**src/rtl/tis_pkg.sv**
```systemverilog
// Shared encodings for the TIS node sequencer: opcodes, operand selects,
// FSM states, ALU operations and neighbour port indices.
package tis_pkg;

    localparam logic [3:0] OP_MOV = 4'd0;
    localparam logic [3:0] OP_SWP = 4'd1;
    localparam logic [3:0] OP_SUB = 4'd2;
    localparam logic [3:0] OP_ADD = 4'd3;
    localparam logic [3:0] OP_JMP = 4'd4;
    localparam logic [3:0] OP_JEZ = 4'd5;
    localparam logic [3:0] OP_JNZ = 4'd6;
    localparam logic [3:0] OP_JGZ = 4'd7;
    localparam logic [3:0] OP_JLZ = 4'd8;
    localparam logic [3:0] OP_NEG = 4'd9;
    localparam logic [3:0] OP_SAV = 4'd10;
    localparam logic [3:0] OP_NOP = 4'd11;
    localparam logic [3:0] OP_JRO = 4'd12;

    // Codes below SEL_ACC address neighbour ports directly.
    localparam logic [2:0] SEL_ACC = 3'd4;
    localparam logic [2:0] SEL_NIL = 3'd5;
    localparam logic [2:0] SEL_IMM = 3'd6;

    localparam int PORT_UP    = 0;
    localparam int PORT_RIGHT = 1;
    localparam int PORT_DOWN  = 2;
    localparam int PORT_LEFT  = 3;

    typedef enum logic [1:0] {
        ST_EXEC    = 2'd0,
        ST_RX_WAIT = 2'd1,
        ST_TX_WAIT = 2'd2
    } state_t;

    typedef enum logic [1:0] {
        ALU_ADD = 2'd0,
        ALU_SUB = 2'd1,
        ALU_NEG = 2'd2
    } alu_op_t;

endpackage

```
**src/rtl/tis_sat_alu.sv**
```systemverilog
// Combinational saturating add/sub/negate; computed one bit wider than the
// data path so the clamp sees the true result before truncation.
module tis_sat_alu
    import tis_pkg::*;
#(
    parameter int DATA_W  = 11,
    parameter int SAT_MAX = 999
) (
    input  alu_op_t                   op_i,
    input  logic signed [DATA_W-1:0]  a_i,
    input  logic signed [DATA_W-1:0]  b_i,
    output logic signed [DATA_W-1:0]  y_o
);

    localparam logic signed [DATA_W:0] SAT_HI = (DATA_W+1)'(SAT_MAX);
    localparam logic signed [DATA_W:0] SAT_LO = -SAT_HI;

    logic signed [DATA_W:0] a_w;
    logic signed [DATA_W:0] b_w;
    logic signed [DATA_W:0] raw_w;

    assign a_w = {a_i[DATA_W-1], a_i};
    assign b_w = {b_i[DATA_W-1], b_i};

    always_comb begin
        raw_w = a_w + b_w;
        case (op_i)
            ALU_SUB: raw_w = a_w - b_w;
            ALU_NEG: raw_w = '0 - a_w;
            default: raw_w = a_w + b_w;
        endcase
    end

    always_comb begin
        y_o = raw_w[DATA_W-1:0];
        if (raw_w > SAT_HI) begin
            y_o = SAT_HI[DATA_W-1:0];
        end else if (raw_w < SAT_LO) begin
            y_o = SAT_LO[DATA_W-1:0];
        end
    end

endmodule

```
**src/rtl/tis_node_sequencer.sv**
```systemverilog
// TIS node control unit: fetch/execute sequencer with PC, ACC, BAK and a
// blocking valid/ready handshake towards the neighbour ports.
module tis_node_sequencer
    import tis_pkg::*;
#(
    parameter int DATA_W    = 11,
    parameter int PC_W      = 4,
    parameter int PROG_LEN  = 15,
    parameter int NUM_PORTS = 4,
    parameter int SAT_MAX   = 999
) (
    input  logic                          clk,
    input  logic                          rst,
    output logic [PC_W-1:0]               pc_o,
    input  logic [3:0]                    op_i,
    input  logic [2:0]                    src_i,
    input  logic [2:0]                    dst_i,
    input  logic [DATA_W-1:0]             imm_i,
    input  logic [NUM_PORTS*DATA_W-1:0]   rx_data_i,
    input  logic [NUM_PORTS-1:0]          rx_valid_i,
    output logic [NUM_PORTS-1:0]          rx_ready_o,
    output logic [DATA_W-1:0]             tx_data_o,
    output logic [NUM_PORTS-1:0]          tx_valid_o,
    input  logic [NUM_PORTS-1:0]          tx_ready_i,
    output logic [DATA_W-1:0]             acc_o,
    output logic [DATA_W-1:0]             bak_o,
    output logic                          stall_o
);

    localparam int JW = ((DATA_W > PC_W) ? DATA_W : PC_W) + 2;
    localparam logic [PC_W-1:0]       PC_MAX   = PC_W'(PROG_LEN - 1);
    localparam logic signed [JW-1:0]  PC_MAX_S = JW'(PROG_LEN - 1);

    state_t                    state_q, state_d;
    logic [PC_W-1:0]           pc_q, pc_d;
    logic signed [DATA_W-1:0]  acc_q, acc_d;
    logic signed [DATA_W-1:0]  bak_q, bak_d;
    logic [DATA_W-1:0]         tx_data_q, tx_data_d;
    logic [NUM_PORTS-1:0]      tx_valid_q, tx_valid_d;

    logic signed [DATA_W-1:0]  rx_word [NUM_PORTS];
    logic [NUM_PORTS-1:0]      src_sel;
    logic [NUM_PORTS-1:0]      dst_sel;
    logic signed [DATA_W-1:0]  port_word;
    logic signed [DATA_W-1:0]  operand;
    logic                      src_is_port;
    logic                      dst_is_port;
    logic                      uses_src;
    logic                      operand_ok;
    logic [PC_W-1:0]           pc_inc;
    logic [PC_W-1:0]           jmp_tgt;
    logic signed [JW-1:0]      jro_sum;
    logic [PC_W-1:0]           jro_pc;
    logic                      acc_zero;
    logic                      acc_neg;
    alu_op_t                   alu_op;
    logic signed [DATA_W-1:0]  alu_y;

    genvar gi;
    generate
        for (gi = 0; gi < NUM_PORTS; gi++) begin : g_port
            assign rx_word[gi] = rx_data_i[gi*DATA_W +: DATA_W];
            assign src_sel[gi] = (src_i == 3'(gi));
            assign dst_sel[gi] = (dst_i == 3'(gi));
        end
    endgenerate

    always_comb begin
        port_word = '0;
        for (int p = 0; p < NUM_PORTS; p++) begin
            if (src_sel[p]) begin
                port_word = rx_word[p];
            end
        end
    end

    assign src_is_port = |src_sel;
    assign dst_is_port = |dst_sel;
    assign uses_src    = (op_i == OP_MOV) || (op_i == OP_ADD) ||
                         (op_i == OP_SUB) || (op_i == OP_JRO);
    assign operand_ok  = !(uses_src && src_is_port) || (|(src_sel & rx_valid_i));

    always_comb begin
        operand = '0;
        if (src_is_port) begin
            operand = port_word;
        end else if (src_i == SEL_ACC) begin
            operand = acc_q;
        end else if (src_i == SEL_IMM) begin
            operand = imm_i;
        end
    end

    assign pc_inc   = (pc_q == PC_MAX) ? '0 : pc_q + 1'b1;
    assign jmp_tgt  = (imm_i[PC_W-1:0] > PC_MAX) ? '0 : imm_i[PC_W-1:0];
    assign acc_zero = (acc_q == '0);
    assign acc_neg  = acc_q[DATA_W-1];

    // Relative jump is evaluated wide and signed, then clamped into the program.
    assign jro_sum = JW'($signed({1'b0, pc_q})) + JW'(operand);
    always_comb begin
        jro_pc = jro_sum[PC_W-1:0];
        if (jro_sum < 0) begin
            jro_pc = '0;
        end else if (jro_sum > PC_MAX_S) begin
            jro_pc = PC_MAX;
        end
    end

    always_comb begin
        alu_op = ALU_ADD;
        if (op_i == OP_SUB) begin
            alu_op = ALU_SUB;
        end else if (op_i == OP_NEG) begin
            alu_op = ALU_NEG;
        end
    end

    tis_sat_alu #(
        .DATA_W  (DATA_W),
        .SAT_MAX (SAT_MAX)
    ) u_alu (
        .op_i (alu_op),
        .a_i  (acc_q),
        .b_i  (operand),
        .y_o  (alu_y)
    );

    always_comb begin
        state_d    = state_q;
        pc_d       = pc_q;
        acc_d      = acc_q;
        bak_d      = bak_q;
        tx_data_d  = tx_data_q;
        tx_valid_d = tx_valid_q;
        rx_ready_o = '0;
        case (state_q)
            ST_EXEC, ST_RX_WAIT: begin
                if (uses_src && src_is_port) begin
                    rx_ready_o = src_sel;
                end
                if (!operand_ok) begin
                    state_d = ST_RX_WAIT;
                end else begin
                    state_d = ST_EXEC;
                    pc_d    = pc_inc;
                    case (op_i)
                        OP_MOV: begin
                            if (dst_is_port) begin
                                tx_data_d  = operand;
                                tx_valid_d = dst_sel;
                                pc_d       = pc_q;
                                state_d    = ST_TX_WAIT;
                            end else if (dst_i == SEL_ACC) begin
                                acc_d = operand;
                            end
                        end
                        OP_SWP: begin
                            acc_d = bak_q;
                            bak_d = acc_q;
                        end
                        OP_SUB, OP_ADD, OP_NEG: acc_d = alu_y;
                        OP_SAV: bak_d = acc_q;
                        OP_JMP: pc_d = jmp_tgt;
                        OP_JEZ: if (acc_zero) pc_d = jmp_tgt;
                        OP_JNZ: if (!acc_zero) pc_d = jmp_tgt;
                        OP_JGZ: if (!acc_zero && !acc_neg) pc_d = jmp_tgt;
                        OP_JLZ: if (acc_neg) pc_d = jmp_tgt;
                        OP_JRO: pc_d = jro_pc;
                        default: ;
                    endcase
                end
            end
            ST_TX_WAIT: begin
                if (|(tx_valid_q & tx_ready_i)) begin
                    tx_valid_d = '0;
                    pc_d       = pc_inc;
                    state_d    = ST_EXEC;
                end
            end
            default: state_d = ST_EXEC;
        endcase
    end

    always_ff @(posedge clk) begin
        if (rst) begin
            state_q    <= ST_EXEC;
            pc_q       <= '0;
            acc_q      <= '0;
            bak_q      <= '0;
            tx_data_q  <= '0;
            tx_valid_q <= '0;
        end else begin
            state_q    <= state_d;
            pc_q       <= pc_d;
            acc_q      <= acc_d;
            bak_q      <= bak_d;
            tx_data_q  <= tx_data_d;
            tx_valid_q <= tx_valid_d;
        end
    end

    assign pc_o       = pc_q;
    assign acc_o      = acc_q;
    assign bak_o      = bak_q;
    assign tx_data_o  = tx_data_q;
    assign tx_valid_o = tx_valid_q;
    assign stall_o    = (state_q != ST_EXEC);

endmodule

```
**config.mk**
```make
export PLATFORM = sky130hd
export DESIGN_NAME = tis_node_sequencer
export DESIGN_NICKNAME = d
export VERILOG_FILES = /design/src/rtl/tis_pkg.sv /design/src/rtl/tis_sat_alu.sv /design/src/rtl/tis_node_sequencer.sv
export SDC_FILE = /design/constraint.sdc
export NUM_CORES = 1
export LEC_CHECK = 0
export CORE_ASPECT_RATIO = 0.6
export CORE_UTILIZATION = 50
export CTS_CLUSTER_SIZE = 40
export DETAILED_ROUTE_END_ITERATION = 16
export GPL_ROUTABILITY_DRIVEN = 0
export PLACE_DENSITY = 0.82
export SYNTH_ARGS = -nofsm -noshare
export SYNTH_HDL_FRONTEND = slang
export SYNTH_HIERARCHICAL = 1
export SYNTH_SLANG_ARGS = --single-unit
```
**constraint.sdc**
```tcl
create_clock -name clk -period 8.2 [get_ports clk]
set_clock_uncertainty 0.05 [all_clocks]
set_input_delay 1.64 -clock clk [delete_from_list [all_inputs] [get_ports clk]]
set_output_delay 1.64 -clock clk [all_outputs]
set_load 0.02 [all_outputs]
```
==> results.md <==
* Run status: finished, final reports clean
* Diode count at 0
* Max transition margin at about 15%
* PwrDens at between 150 and 200 mW/mm^2
* # Post-CTS Setup Buffers at 0
* Top post-synthesis cells by area: dfxtp_1 19%, mux2i_1 10%, nor2_1 6.6%
* Total grt overflow at 0
* Vias/cell at around 6.6
* Peak supply drop at 125 uV
* Unrepaired setup endpoints after global routing: no
* #FFs+latches synth at 43
* Area after DPL at 0.00579 mm^2
* All-Layer GR Usage at 33.9%
* Fin area at 0.00596 mm^2
* Drt first pass iters at 5
* Post-synth EDFFs at 0
* Maxcap violations at 0
* Commonest cells in the netlist: 81 x nor2_1, 46 x mux2i_1, 43 x dfxtp_1, 35 x nand2_1, 27 x a21oi_1
* Synth-to-Final Area Change at 29.0%
* Largest net degree at the start of global routing at between 40 and 50
* Wirelength, routed at between 15 and 20 mm
* Share of the synthesized area in the top cell type at between 10% and 20%
* Core Rows at 26
* Synthesis Warnings at 6
* Max-slew violations at 0
* Pre-CTS setup slack at around 330 ps
* Buffers on Ports at between 100 and 150
* Number of global-route vias before repair at 4837
* Die H at between 70 and 80 um
* Final Hold Viols at 0
* Tmin final at 7870 ps
* Die ar. at around 0.0096 mm^2
* DP HPWL at 12.5 mm
* Post-CTS Hold Buffers at 0
* Clock-pin slew on the worst setup and hold paths at roughly 70 ps
* Core Area at roughly 0.0088 mm^2
* Post-synthesis instance total at between 500 and 600
* First-iteration detailed-routing DRC count at 844
* Final setup margin at between 300 and 400 ps
* Die Wd at 126 um
* Period utilization at a little over nine tenths
* Fillers at ~730
* Final ANT Viol Nets at 0
* Nets@finish at 775
* Maximum clock path buffer count at 2
* Remaining DRCs at 0
* Root Buffer: clkbuf_16
* Clock buffers created by TritonCTS at 5
* # setup viols final at 0
* # IOs at approximately 120
* Post-synth ARST share at 0%
* WL/cell at 20.8 um
* Initial antenna violation count at 0
* Max Fclk at 127 MHz
* Ys flop type: dfxtp_1
* Required time worst endpoint at a little over 8000 ps
* Worst hold path class: flip-flop to flip-flop
* Gates resized, CTS repair at 0
* CTS tree: yes
* Tot Pwr at 0.917 mW
* Distinct cells, synth at slightly below 90
* CTS H-tree depth at 2
* Synth Net Count at around 670
* Seq/Total Area, Yosys at 18.6%
* R2r setup slk at around 1700 ps
* Actual slew at the worst max-slew pin at around 1300 ps
* Arr. time, crit path at between 7000 and 8000 ps
* Clock Latency Late Sink at around 290 ps
* Crit end category: flip-flop
* Crit Path Max Fanout at 12
* Largest area contributor in the netlist: dfxtp_1
* Post-Syn Area at roughly 0.0046 mm^2
* Vias after detailed routing at 5256
* Fraction of layout cells with a size suffix above 1 at approximately 8.5%
* Clk sinks at 43
* Kind of critical path: input pin to flip-flop
* Setup_tns at 0 ps
* Pleak at 2.47 nW
* CP Launch Type: input pin
* Synthesized area per cell at roughly 8.0 um^2
* First-pass GRT wire length at around 26 mm
* Count leader, synth: nor2_1
* Initial Util at a little over half
[stage by stage]
stage               util [%]  hold slack [ps]  instances
floorplan                  -              491        579
global placement        66.2              404        786
detailed placement      66.2              410        786
CTS                     68.1              420        794
global route            68.1              456        794
finish                  68.1              416        794
[cell families (layout without fill, tap and decap cells)]
group | count (synthesis) | count (layout) | share of synthesized area, %
adder cells (fa/ha/maj) | 24 | 24 | 6.55
AO/OA/AOI/OAI | 160 | 160 | 25.5
AND/OR/NAND/NOR | 216 | 216 | 24.3
flip-flops | 43 | 43 | 18.6
XOR/XNOR | 23 | 23 | 4.36
multiplexers | 55 | 55 | 13.9
buffers and inverters | 58 | 161 | 6.85
[critical path: stages]
cell and delay, ps:
clkdlybuf4s50_1 690, mux4_2 370, a21oi_1 400, inv_1 210
or4_1 570, or2_1 270, nand2_1 100, xor2_1 220
ha_1 360, a2111o_1 440, o22a_1 210, a31oi_1 200
xor2_1 110, o21ai_0 990, o311ai_0 320, a22o_1 300
a22oi_1 180, o21ai_0 140, mux2i_1 190, nor2_1 70
[final cells by class]
class	count	area, um^2	share of cell area [%]
clock inverters	3	46.3	0.776
repair buffers	126	1240	20.8
inverters	27	104	1.74
multi-input cells	478	3440	57.8
clock buffers	5	125	2.10
flip-flops and latches	43	861	14.4
well taps	112	140	2.35
[per-layer routing]
| metal | global-route usage, % | wire length, um |
|---|---|---|
| met1 | 49.2 | 7350 |
| met2 | 48.5 | 6510 |
| met3 | 10.3 | 2390 |
| met4 | 7.47 | 285 |
| met5 | 0 | 0 |
[sequential cells by signal (all words and copies together), names as in the netlist]
name	cells
acc_o	11
tx_data_o	11
pc_o	4
bak_o	11
tx_valid_o	4
state_q	2
[layout by cell type, fill, tap and decap left out, types with 5 or more instances in the layout]
cell type	synthesis	final
clkdlybuf4s50_1	0	119
nor2_1	81	81
mux2i_1	46	46
dfxtp_1	43	43
nand2_1	35	35
a21oi_1	27	27
o21ai_0	25	25
inv_1	23	23
nor3_1	21	21
a211oi_1	18	18
ha_1	17	17
a22oi_1	15	15
xor2_1	13	13
o31ai_1	12	12
xnor2_1	10	10
nand2b_1	9	9
nand3_1	9	9
or4_1	8	8
a31oi_1	7	7
nor4_1	7	7
or3_1	7	7
buf_4	3	6
or2_2	5	5
nor2b_1	5	5
a21o_1	5	5
clkbuf_16	0	5
maj3_1	5	5
[path summary, 6_finish.rpt]
kind,startpoint,end,cells after the start
setup / recovery,src_i[2],acc_o[0]$_SDFFE_PP0P_,20
hold / removal,tx_valid_o[0]$_SDFFE_PP0P_,tx_valid_o[0]$_SDFFE_PP0P_,2
setup reg to reg,acc_o[3]$_SDFFE_PP0P_,acc_o[0]$_SDFFE_PP0P_,19
hold reg to reg,tx_valid_o[0]$_SDFFE_PP0P_,tx_valid_o[0]$_SDFFE_PP0P_,2
[power by group]
| group | total, mW | internal, mW | switching (mW) |
|---|---|---|---|
| clock network | 0.234 | 0.145 | 0.0891 |
| logic | 0.444 | 0.194 | 0.251 |
| registers | 0.239 | 0.217 | 0.0220 |
(Power assumes the default switching activity.)
==> RTL edit 1, RTL diff (same flow settings) <==
Re-encode `state_t` (3 states) as one-hot, 3 bits wide.
--- a/src/rtl/tis_pkg.sv
+++ b/src/rtl/tis_pkg.sv
@@ -28,6 +28,6 @@
 
-    typedef enum logic [1:0] {
-        ST_EXEC    = 2'd0,
-        ST_RX_WAIT = 2'd1,
-        ST_TX_WAIT = 2'd2
+    typedef enum logic [2:0] {
+        ST_EXEC    = 3'b001,
+        ST_RX_WAIT = 3'b010,
+        ST_TX_WAIT = 3'b100
     } state_t;
Function: no difference found for any inputs over 4 cycles, from zero or initial values and one cycle with rst high; so few cycles prove little.
==> RTL edit 1 against the unedited design <==
  * Via count up 4.1%
  * Largest power group unchanged
  * Core utilization is 0.75 points lower
  * Count of clock-buffer cells in the layout up 1
  * Critical path type unchanged
  * Final area up 4.6%
  * Setup slack improved by 0.077 ns
  * Area after synthesis rose by 4.4%
  * Power increased by 5.6%
  * Sequential cell count up 1
  * Highest routed layer unchanged
  * Routed wire length increased by 0.59%
  * Die area increased by 4.3%
==> RTL edit 1: results <==
[pwr]
p_int_mw = 0.5661
ir_drop_mv = 0.09788
power_frac_seq = 0.259
pwr.group.clock_mw = 0.210
leakagePower_nw = 2.354

[status]
outcome = complete, no violations

[synthesis]
synth_area_per_cell_sq_um = 7.975
synth_fa_ha_area_frac = 0.06276
synth_xor_xnor_area_share = 0.04538
synth_nets = 699
synth_cell_types = 87
synthTopCellsByCount = nor2_1 (81), dfxtp_1 (44), nand2_1 (36)
yosysSeqAreaShare = 0.1826
synth-compound-area-share = 0.2884
synth_area_leaders = dfxtp_1 (18%), nor2_1 (6.3%), mux2i_1 (5.6%)

[worst_setup_path]
timing.rr.end = acc_o[4]$_SDFFE_PP0P_
crit_path_start = src_i[2]
worst_path_largest_cell_delay_ns = 0.97
reg2reg_setup_slack_ns = 2.22
cp_slowest_cell = clkdlybuf4s50_1
crit_fanout = 16

[global_routing]
grt_use_met1 = 0.4680
grtUsageMet3 = 0.05044
grt_pass1_vias = 5028
grt_pass1_wl_um = 26120
use_met2 = 0.5222
track_usage = 0.3301
grt_max_degree = 46

[detailed_routing]
drtIter0Drc = 784
drt_pass1_iterations = 7
met1Wirelength_um = 7244
wl_um = 16640
routedWlPerCell_um = 19.78
routed-wl-met3_um = 1770
vias = 5474

[cts]
worstSkewPairLatency_ns = 0.29
clk_path_buf_depth = 2
cts_root_buf = clkbuf_16

[min_path]
hold_path_end = tx_data_o[9]$_SDFFE_PP0P_
hold_depth = 2

[cells_and_area]
layout-drive-gt1-share = 0.1013
fillers = 785
nets = 804

[placed_design]
dpl.hpwl_um = 12880

[sta]
worstMarginPinSlew_ns = 1.283
[RTL edit 1: worst max path at each step]
stage                                 end  cells after the start  slack (ns)
floorplan           acc_o[0]$_SDFFE_PP0P_                     23        1.58
global placement    acc_o[2]$_SDFFE_PP0P_                     20        0.61
detailed placement  acc_o[3]$_SDFFE_PP0P_                     21        0.34
CTS                 acc_o[4]$_SDFFE_PP0P_                     21        0.61
global route        acc_o[4]$_SDFFE_PP0P_                     21        0.20
finish              acc_o[4]$_SDFFE_PP0P_                     20        0.40
[RTL edit 1: logic make-up (layout without fill, tap and decap cells)]
kind of cell / Yosys count / after routing
flops: 44 / 44
fa+ha+maj: 24 / 24
compound gates: 180 / 180
xor+xnor: 25 / 25
mux: 44 / 44
simple gates: 233 / 233
buf+inv: 55 / 161
[RTL edit 1: stage by stage]
step	hold WS, ns	power (mW)	setup WS [ns]	utilization	area [sq um]
after floorplan	0.5204	0.5885	1.575	-	4825
after global placement	0.4358	0.7244	0.6052	0.6572	6083
after detailed placement	0.4428	0.7445	0.3367	0.6572	6083
after CTS	0.4512	0.9497	0.6142	0.6738	6237
after global routing	0.4747	1.014	0.2011	0.6738	6237
final	0.4497	0.9677	0.4029	0.6738	6237
[RTL edit 1: worst max-delay path, delay by kind of cell]
kind / cells / cell delay (ns)
adder cells (fa/ha/maj): 1 / 0.35
AND/OR/NAND/NOR: 6 / 2.02
XOR/XNOR: 2 / 0.48
AO/OA/AOI/OAI: 8 / 1.87
buffers and inverters: 2 / 1.19
multiplexers: 1 / 0.41
[RTL edit 1: layout make-up]
class / instances / share of cell area
timing repair buffer: 129 / 0.2034
tap: 130 / 0.02608
clock buffer: 6 / 0.02227
clock inverter: 2 / 0.002407
sequential: 44 / 0.1412
multi-input combinational: 506 / 0.5898
inverter: 24 / 0.01484
==> RTL edit 2, RTL diff (same settings) <==
Made on the original files. The parameter `NUM_PORTS` goes from 4 to 8.
--- a/src/rtl/tis_node_sequencer.sv
+++ b/src/rtl/tis_node_sequencer.sv
@@ -8,3 +8,3 @@
     parameter int PROG_LEN  = 15,
-    parameter int NUM_PORTS = 4,
+    parameter int NUM_PORTS = 8,
     parameter int SAT_MAX   = 999
Interface: changed (5 resized); port bits go from 121 to 181. No check against the original RTL was run, so the function may have changed too.
==> RTL edit 2 against the unedited design <==
  * Final area up 14%
  * Power up 12%
  * Clock power up 4%
  * Critical endpoint is now acc_o[1]$_SDFFE_PP0P_
  * Global-route usage down 3.9 points
  * Routed wire length down 4.0%
  * Sequential share of layout area down 0.57 points
  * Setup slack better by 0.79 ns
  * Sequential cell count up 4
  * Area after synthesis up 5.5%
==> RTL edit 2: results <==
[status]
outcome = complete, no violations

[cells_and_area]
layout-drive-gt1-share = 0.09091
nets = 893

[synthesis]
synth-compound-area-share = 0.2474
synth_nets = 737
synthTopCellsByCount = nor2_1 (75), dfxtp_1 (47), a21oi_1 (33), nand2_1 (33), mux2i_1 (32)
synth_xor_xnor_area_share = 0.03414
yosysSeqAreaShare = 0.1930
synth_area_leaders = dfxtp_1 (19%), mux2i_1 (6.6%), nor2_1 (5.8%)

[detailed_routing]
drtIter0Drc = 505
routed-wl-met3_um = 1687

[worst_setup_path]
cp_slowest_cell = clkdlybuf4s50_1
crit_fanout = 13
worst_path_largest_cell_delay_ns = 0.79
timing.rr.end = acc_o[4]$_SDFFE_PP0P_
reg2reg_depth = 14
timing.rr.start = acc_o[0]$_SDFFE_PP0P_
crit_path_start = src_i[1]
critPathArrivalTime_ns = 7.24

[global_routing]
grt_pass1_vias = 4818
grt_pass1_wl_um = 24200
track_usage = 0.3000

[placed_design]
io_buffers = 173
dpl.hpwl_um = 12150
post_dp_cell_area_sq_um = 6605

[min_path]
worstHoldStart = tx_data_o[5]$_SDFFE_PP0P_
hold_path_end = tx_data_o[5]$_SDFFE_PP0P_

[sta]
worstMarginPinSlew_ns = 1.295

[pwr]
ir_drop_mv = 0.1034
## RTL edit 2: report_power, final
group          total (mW)  internal, mW  switching [mW]
clock               0.244         0.153          0.0902
sequential          0.265         0.239          0.0261
combinational       0.517         0.244           0.274
## RTL edit 2: stage by stage
step / std cells / hold slack [ns] / power (mW)
finish: 878 / 0.4445 / 1.026
global route: 878 / 0.4736 / 1.079
CTS: 878 / 0.4481 / 1.016
detailed placement: 870 / 0.4346 / 0.7680
floorplan: 591 / 0.5174 / 0.6075
global placement: 870 / 0.4278 / 0.7524
## RTL edit 2: area by class of cell
cell class / instances / area, sq um
Multi-Input combinational cell: 493 / 3643
Fill cell: 743 / 2541
Timing Repair Buffer: 181 / 1787
Sequential cell: 47 / 940.9
Tap cell: 130 / 162.7
Clock buffer: 6 / 138.9
Inverter: 19 / 71.32
Clock inverter: 2 / 38.79
## RTL edit 2: metal layers
metal	GRT usage	vias up
met2	0.4780	294
li1	-	2564
met5	0	-
met4	0.04535	0
met1	0.4159	2560
met3	0.07226	15
